[config.mk]
export PLATFORM = sky130hd
export DESIGN_NAME = logic_gate_flat
export DESIGN_NICKNAME = d
export VERILOG_FILES = /design/src/rtl/logic_gate_pkg.sv /design/src/rtl/logic_gate_if.sv /design/src/rtl/logic_gate_comb.sv /design/src/rtl/logic_gate.sv /design/src/flat_wrapper.sv
export SDC_FILE = /design/constraint.sdc
export NUM_CORES = 1
export LEC_CHECK = 0
export ABC_AREA = 1
export ABC_CLOCK_PERIOD_IN_PS = 1400
export CAP_MARGIN = 10
export CORE_UTILIZATION = 35
export CTS_BUF_LIST = sky130_fd_sc_hd__clkbuf_4 sky130_fd_sc_hd__clkbuf_8
export DETAILED_ROUTE_END_ITERATION = 10
export PLACE_DENSITY_LB_ADDON = 0.12
export SYNTH_ARGS = -nofsm -noshare
export SYNTH_HDL_FRONTEND = slang
export SYNTH_SLANG_ARGS = --single-unit
[constraint.sdc]
create_clock -name clk -period 1.4 [get_ports clk]
set_clock_uncertainty 0.05 [all_clocks]
set_input_delay 0.42 -clock clk [delete_from_list [all_inputs] [get_ports clk]]
set_output_delay 0.42 -clock clk [all_outputs]
set_load 0.02 [all_outputs]
[src/rtl/logic_gate_pkg.sv]
// Shared types for the bitwise logic unit: operation labels and width defaults.
// The op enum also indexes the packed result array inside the top.
package logic_gate_pkg;

    localparam int DEFAULT_WIDTH = 4;
    localparam int MAX_WIDTH     = 64;
    localparam int NUM_OPS       = 5;

    typedef enum logic [2:0] {
        GATE_AND  = 3'd0,
        GATE_OR   = 3'd1,
        GATE_XOR  = 3'd2,
        GATE_NAND = 3'd3,
        GATE_NOR  = 3'd4
    } gate_op_e;

endpackage

[src/rtl/logic_gate_if.sv]
// Operand/result bundle for logic_gate; the master drives operands, the slave returns results.
interface logic_gate_if #(
    parameter int WIDTH = 4
);
    logic [WIDTH-1:0] a;
    logic [WIDTH-1:0] b;
    logic [WIDTH-1:0] y1;
    logic [WIDTH-1:0] y2;
    logic [WIDTH-1:0] y3;
    logic [WIDTH-1:0] y4;
    logic [WIDTH-1:0] y5;

    modport master (
        output a, b,
        input  y1, y2, y3, y4, y5
    );

    modport slave (
        input  a, b,
        output y1, y2, y3, y4, y5
    );
endinterface

[src/rtl/logic_gate_comb.sv]
// Purely combinational gate core; each bit lane is independent, so it is built per lane.
module logic_gate_comb #(
    parameter int WIDTH = 4
) (
    input  logic [WIDTH-1:0] a,
    input  logic [WIDTH-1:0] b,
    output logic [WIDTH-1:0] f1,
    output logic [WIDTH-1:0] f2,
    output logic [WIDTH-1:0] f3,
    output logic [WIDTH-1:0] f4,
    output logic [WIDTH-1:0] f5
);
    for (genvar i = 0; i < WIDTH; i++) begin : g_lane
        assign f1[i] = a[i] & b[i];
        assign f2[i] = a[i] | b[i];
        assign f3[i] = a[i] ^ b[i];
        assign f4[i] = ~(a[i] & b[i]);
        assign f5[i] = ~(a[i] | b[i]);
    end
endmodule

[src/rtl/logic_gate.sv]
// Registered five-function bitwise logic unit, one cycle of latency.
// Synchronous active-low reset clears every output, NAND/NOR included.
module logic_gate
    import logic_gate_pkg::*;
#(
    parameter int WIDTH = DEFAULT_WIDTH
) (
    input  logic         clk,
    input  logic         rst_n,
    logic_gate_if.slave  bus
);
    logic [NUM_OPS-1:0][WIDTH-1:0] f;
    logic [NUM_OPS-1:0][WIDTH-1:0] y;

    logic_gate_comb #(.WIDTH(WIDTH)) u_comb (
        .a  (bus.a),
        .b  (bus.b),
        .f1 (f[GATE_AND]),
        .f2 (f[GATE_OR]),
        .f3 (f[GATE_XOR]),
        .f4 (f[GATE_NAND]),
        .f5 (f[GATE_NOR])
    );

    // Reset wins over the data update on the same edge.
    always_ff @(posedge clk) begin
        if (!rst_n) y <= '0;
        else        y <= f;
    end

    assign bus.y1 = y[GATE_AND];
    assign bus.y2 = y[GATE_OR];
    assign bus.y3 = y[GATE_XOR];
    assign bus.y4 = y[GATE_NAND];
    assign bus.y5 = y[GATE_NOR];
endmodule

[src/flat_wrapper.sv]
// flat-port wrapper written by rule: the top's interface ports become plain ports
module logic_gate_flat import logic_gate_pkg::*;
#(
    parameter int WIDTH = DEFAULT_WIDTH
)
  (clk, rst_n, bus_a, bus_b, bus_y1, bus_y2, bus_y3, bus_y4, bus_y5);
  logic_gate_if #(.WIDTH(WIDTH)) bus_i ();
  input  logic clk;
  input  logic rst_n;
  input wire logic [$bits(bus_i.a)-1:0] bus_a;
  input wire logic [$bits(bus_i.b)-1:0] bus_b;
  output wire logic [$bits(bus_i.y1)-1:0] bus_y1;
  output wire logic [$bits(bus_i.y2)-1:0] bus_y2;
  output wire logic [$bits(bus_i.y3)-1:0] bus_y3;
  output wire logic [$bits(bus_i.y4)-1:0] bus_y4;
  output wire logic [$bits(bus_i.y5)-1:0] bus_y5;
  assign bus_i.a = bus_a;
  assign bus_i.b = bus_b;
  assign bus_y1 = bus_i.y1;
  assign bus_y2 = bus_i.y2;
  assign bus_y3 = bus_i.y3;
  assign bus_y4 = bus_i.y4;
  assign bus_y5 = bus_i.y5;
  logic_gate #(.WIDTH(WIDTH)) u_core (.clk(clk), .rst_n(rst_n), .bus(bus_i));
endmodule
==> impl_metrics.csv <==
group,metric,value,unit
logic_synthesis,synth_nets,104,
clock_tree,postCtsSetupBuffers,0,
sta,fmax,734,MHz
logic_synthesis,synthCells,78,
floorplanning,initial_core_util,0.382,
global_route,grt_max_degree,13,
sta,rsz0062_at_grt,"no",
job,maxCapViolCount,0,
clock_tree,cts_tree,"built",
sta,finalHoldViolCount,0,
cells_and_area,area_delta_synth_final,46.6,%
route,drtIter0Drc,7,
logic_synthesis,synth_compound_area_frac,0,
clock_tree,numCtsBuffers,3,
clock_tree,holdBufCountCts,0,
route,detail_route.wl_per_cell,8.91,um
route,vias,554,
route,firstDrtPassIters,4,
global_route,grt_pass1_wl,2.17,mm
logic_synthesis,avgSynthCellArea,9.82,sq um
setup_path,start_kind,"flop",
sta,tns,0,ns
setup_path,cp_slowest_cell,"dfxtp_1",
sta,max_slew.worst_pin.slew,0.279,ns
logic_synthesis,synth-seq-cells,20,
setup_path,worstSetupEndpointType,"output port",
setup_path,timing.critical_path.from,"u_core.bus.y3[3]",
logic_synthesis,synthMuxAreaShare,0,
run_status,status,"completed",
clock_tree,clk_pin_slew,0.12,ns
sta,period_needed,1.36,ns
setup_path,path_buf_inv,1,
global_route,grt_overflow,0,
sta,slew_violations,0,
floorplanning,dieWidth,48.8,um
power,leakage,0.669,nW
setup_path,cp_cell_sequence,"clkdlybuf4s15_2",
route,routed_wl,1.29,mm
logic_synthesis,netlist_area,766,sq um
sta,setup-violations-final,0,
power,irDropWorstVdd,0.000594,V
logic_synthesis,synth_top_family_by_area,"adder cells",
setup_path,crit_type,"reg -> out",
global_route,grt_pass1_vias,526,
cells_and_area,multi_input_area,275,sq um
cells_and_area,final_util,0.561,
placed_design,hpwl,976,um
clock_tree,clockRootBuffer,"clkbuf_4",
logic_synthesis,ys_warn_count,0,
sta,finalCritPeriodShare,0.974,
setup_path,cp.arrival,0.89,ns
setup_path,worst_ep_required_time,0.93,ns
cells_and_area,seqCellArea,400,sq um
clock_tree,clock-sinks,20,
power,p_per_area,1130,nW/um^2
setup_path,path_max_fanout,1,
setup_path,endpoint,"bus_y3[3]",
cells_and_area,nets,145,
floorplanning,die_area,2380,sq um
clock_tree,clk_path_buf_depth,2,
placed_design,gp_congestion,0.721,
placed_design,port_buffers,29,
logic_synthesis,synth_adder_area_share,0.261,
setup_path,critPathMaxStageDelay,0.34,ns
floorplanning,ios,30,
global_route,grt_usage,0.126,
floorplanning,core-area,2000,sq um
logic_synthesis,synth_simple_gate_area_frac,0.0980,
sta,relSlewSlack,0.814,
worst_hold_path,hold_path_class,"in -> reg",
route,antenna_left,0,
logic_synthesis,synthDistinctLibCells,6,
logic_synthesis,synth_xor_area_frac,0,
cells_and_area,design_area,1120,sq um
clock_tree,htree_num_levels,1,
route,drc_errors,0,
route,avgViaCountPerCell,3.82,
setup_path,crit_family,"flip-flops",
cells_and_area,drive_above_1_share,0.271,
setup_path,cp_num_cells,1,
placed_design,place_area,1140,sq um
cells_and_area,fillCellCount,202,
floorplanning,die_h,48.8,um
global_route,antenna_found_initial,0,
floorplanning,rows,16,
cells_and_area,antenna_cells,0,
logic_synthesis,seq_area_frac_synth,0.523,
[state kept, by name, summed over array words and instances (netlist names)]
signal,count
u_core.bus.y1,4
u_core.bus.y2,4
u_core.bus.y3,4
u_core.bus.y4,4
u_core.bus.y5,4
[where the power goes]
| part | switching, W | leakage (nW) | internal, W | total [W] |
|---|---|---|---|---|
| logic | 0.000102 | 0.475 | 0.0000831 | 0.000185 |
| registers | 0.00000780 | 0.166 | 0.000602 | 0.000610 |
| clock network | 0.000182 | 0.0279 | 0.000289 | 0.000471 |
[synthesized netlist by cell type]
master | n | area [sq um]
buf_6 | 1 | 11.3
nor2_1 | 8 | 30.0
ha_1 | 16 | 200
nand2_1 | 12 | 45.0
dfxtp_1 | 20 | 400
inv_1 | 21 | 78.8
[layout make-up]
class,instances,share of cell area
Clock buffer,3,0.0201
Multi-Input combinational cell,36,0.245
Tap cell,27,0.0301
Sequential cell,20,0.357
Timing Repair Buffer,37,0.251
Clock inverter,1,0.0268
Inverter,21,0.0702
[layer usage]
metal	part of all wire	global-route usage	vias up
met5	0	0	-
met4	0.012	0.0735	0
met3	0.050	0.0467	2
met2	0.56	0.245	17
met1	0.38	0.106	238
li1	-	-	297
[kinds of logic (layout without fill, tap and decap cells)]
family	Yosys count	in the layout
buffers and inverters	22	62
flip-flops	20	20
AND/OR/NAND/NOR	20	20
adder cells (fa/ha/maj)	16	16
[what timing repair did]
| action | 4_1_cts | 5_1_grt |
|---|---|---|
| pin swaps | 0 | 0 |
| gates resized for setup | 54 | 15 |
| endpoints found under the hold margin | 0 | 0 |
| setup endpoints to repair | 20 | 15 |
[stage by stage]
stage / setup WS [ns] / power (W) / hold slack, ns / instances
6_report: 0.0369 / 0.00127 / 0.683 / 145
5_1_grt: 0.000331 / 0.00133 / 0.708 / 145
4_1_cts: 0.00306 / 0.00130 / 0.673 / 145
3_5_place_dp: -0.155 / 0.000837 / 1.00 / 141
3_3_place_gp: -0.126 / 0.000833 / 0.997 / 141
2_1_floorplan: 0.430 / 0.000714 / 0.463 / 78
[worst min-delay path by stage]
stage	cells past startpoint	from	slack [ns]	end
after floorplan	2	rst_n	0.46	u_core.bus.y1[3]
after global placement	3	rst_n	1.0	u_core.bus.y1[3]
after detailed placement	3	rst_n	1.00	u_core.bus.y1[3]
after CTS	3	rst_n	0.67	u_core.bus.y1[3]
after global routing	3	rst_n	0.71	u_core.bus.y1[3]
final	3	rst_n	0.68	u_core.bus.y1[3]
[layout by cell type (no fill, tap or decap), types with 3 or more instances in the layout]
master,n
buf_2,9
buf_4,8
clkbuf_2,6
clkbuf_4,3
clkdlybuf4s15_2,5
clkdlybuf4s50_1,9
dfxtp_1,20
ha_1,16
inv_1,21
nand2_1,12
nor2_1,8
Note: power is estimated with default switching activity, not from simulation.
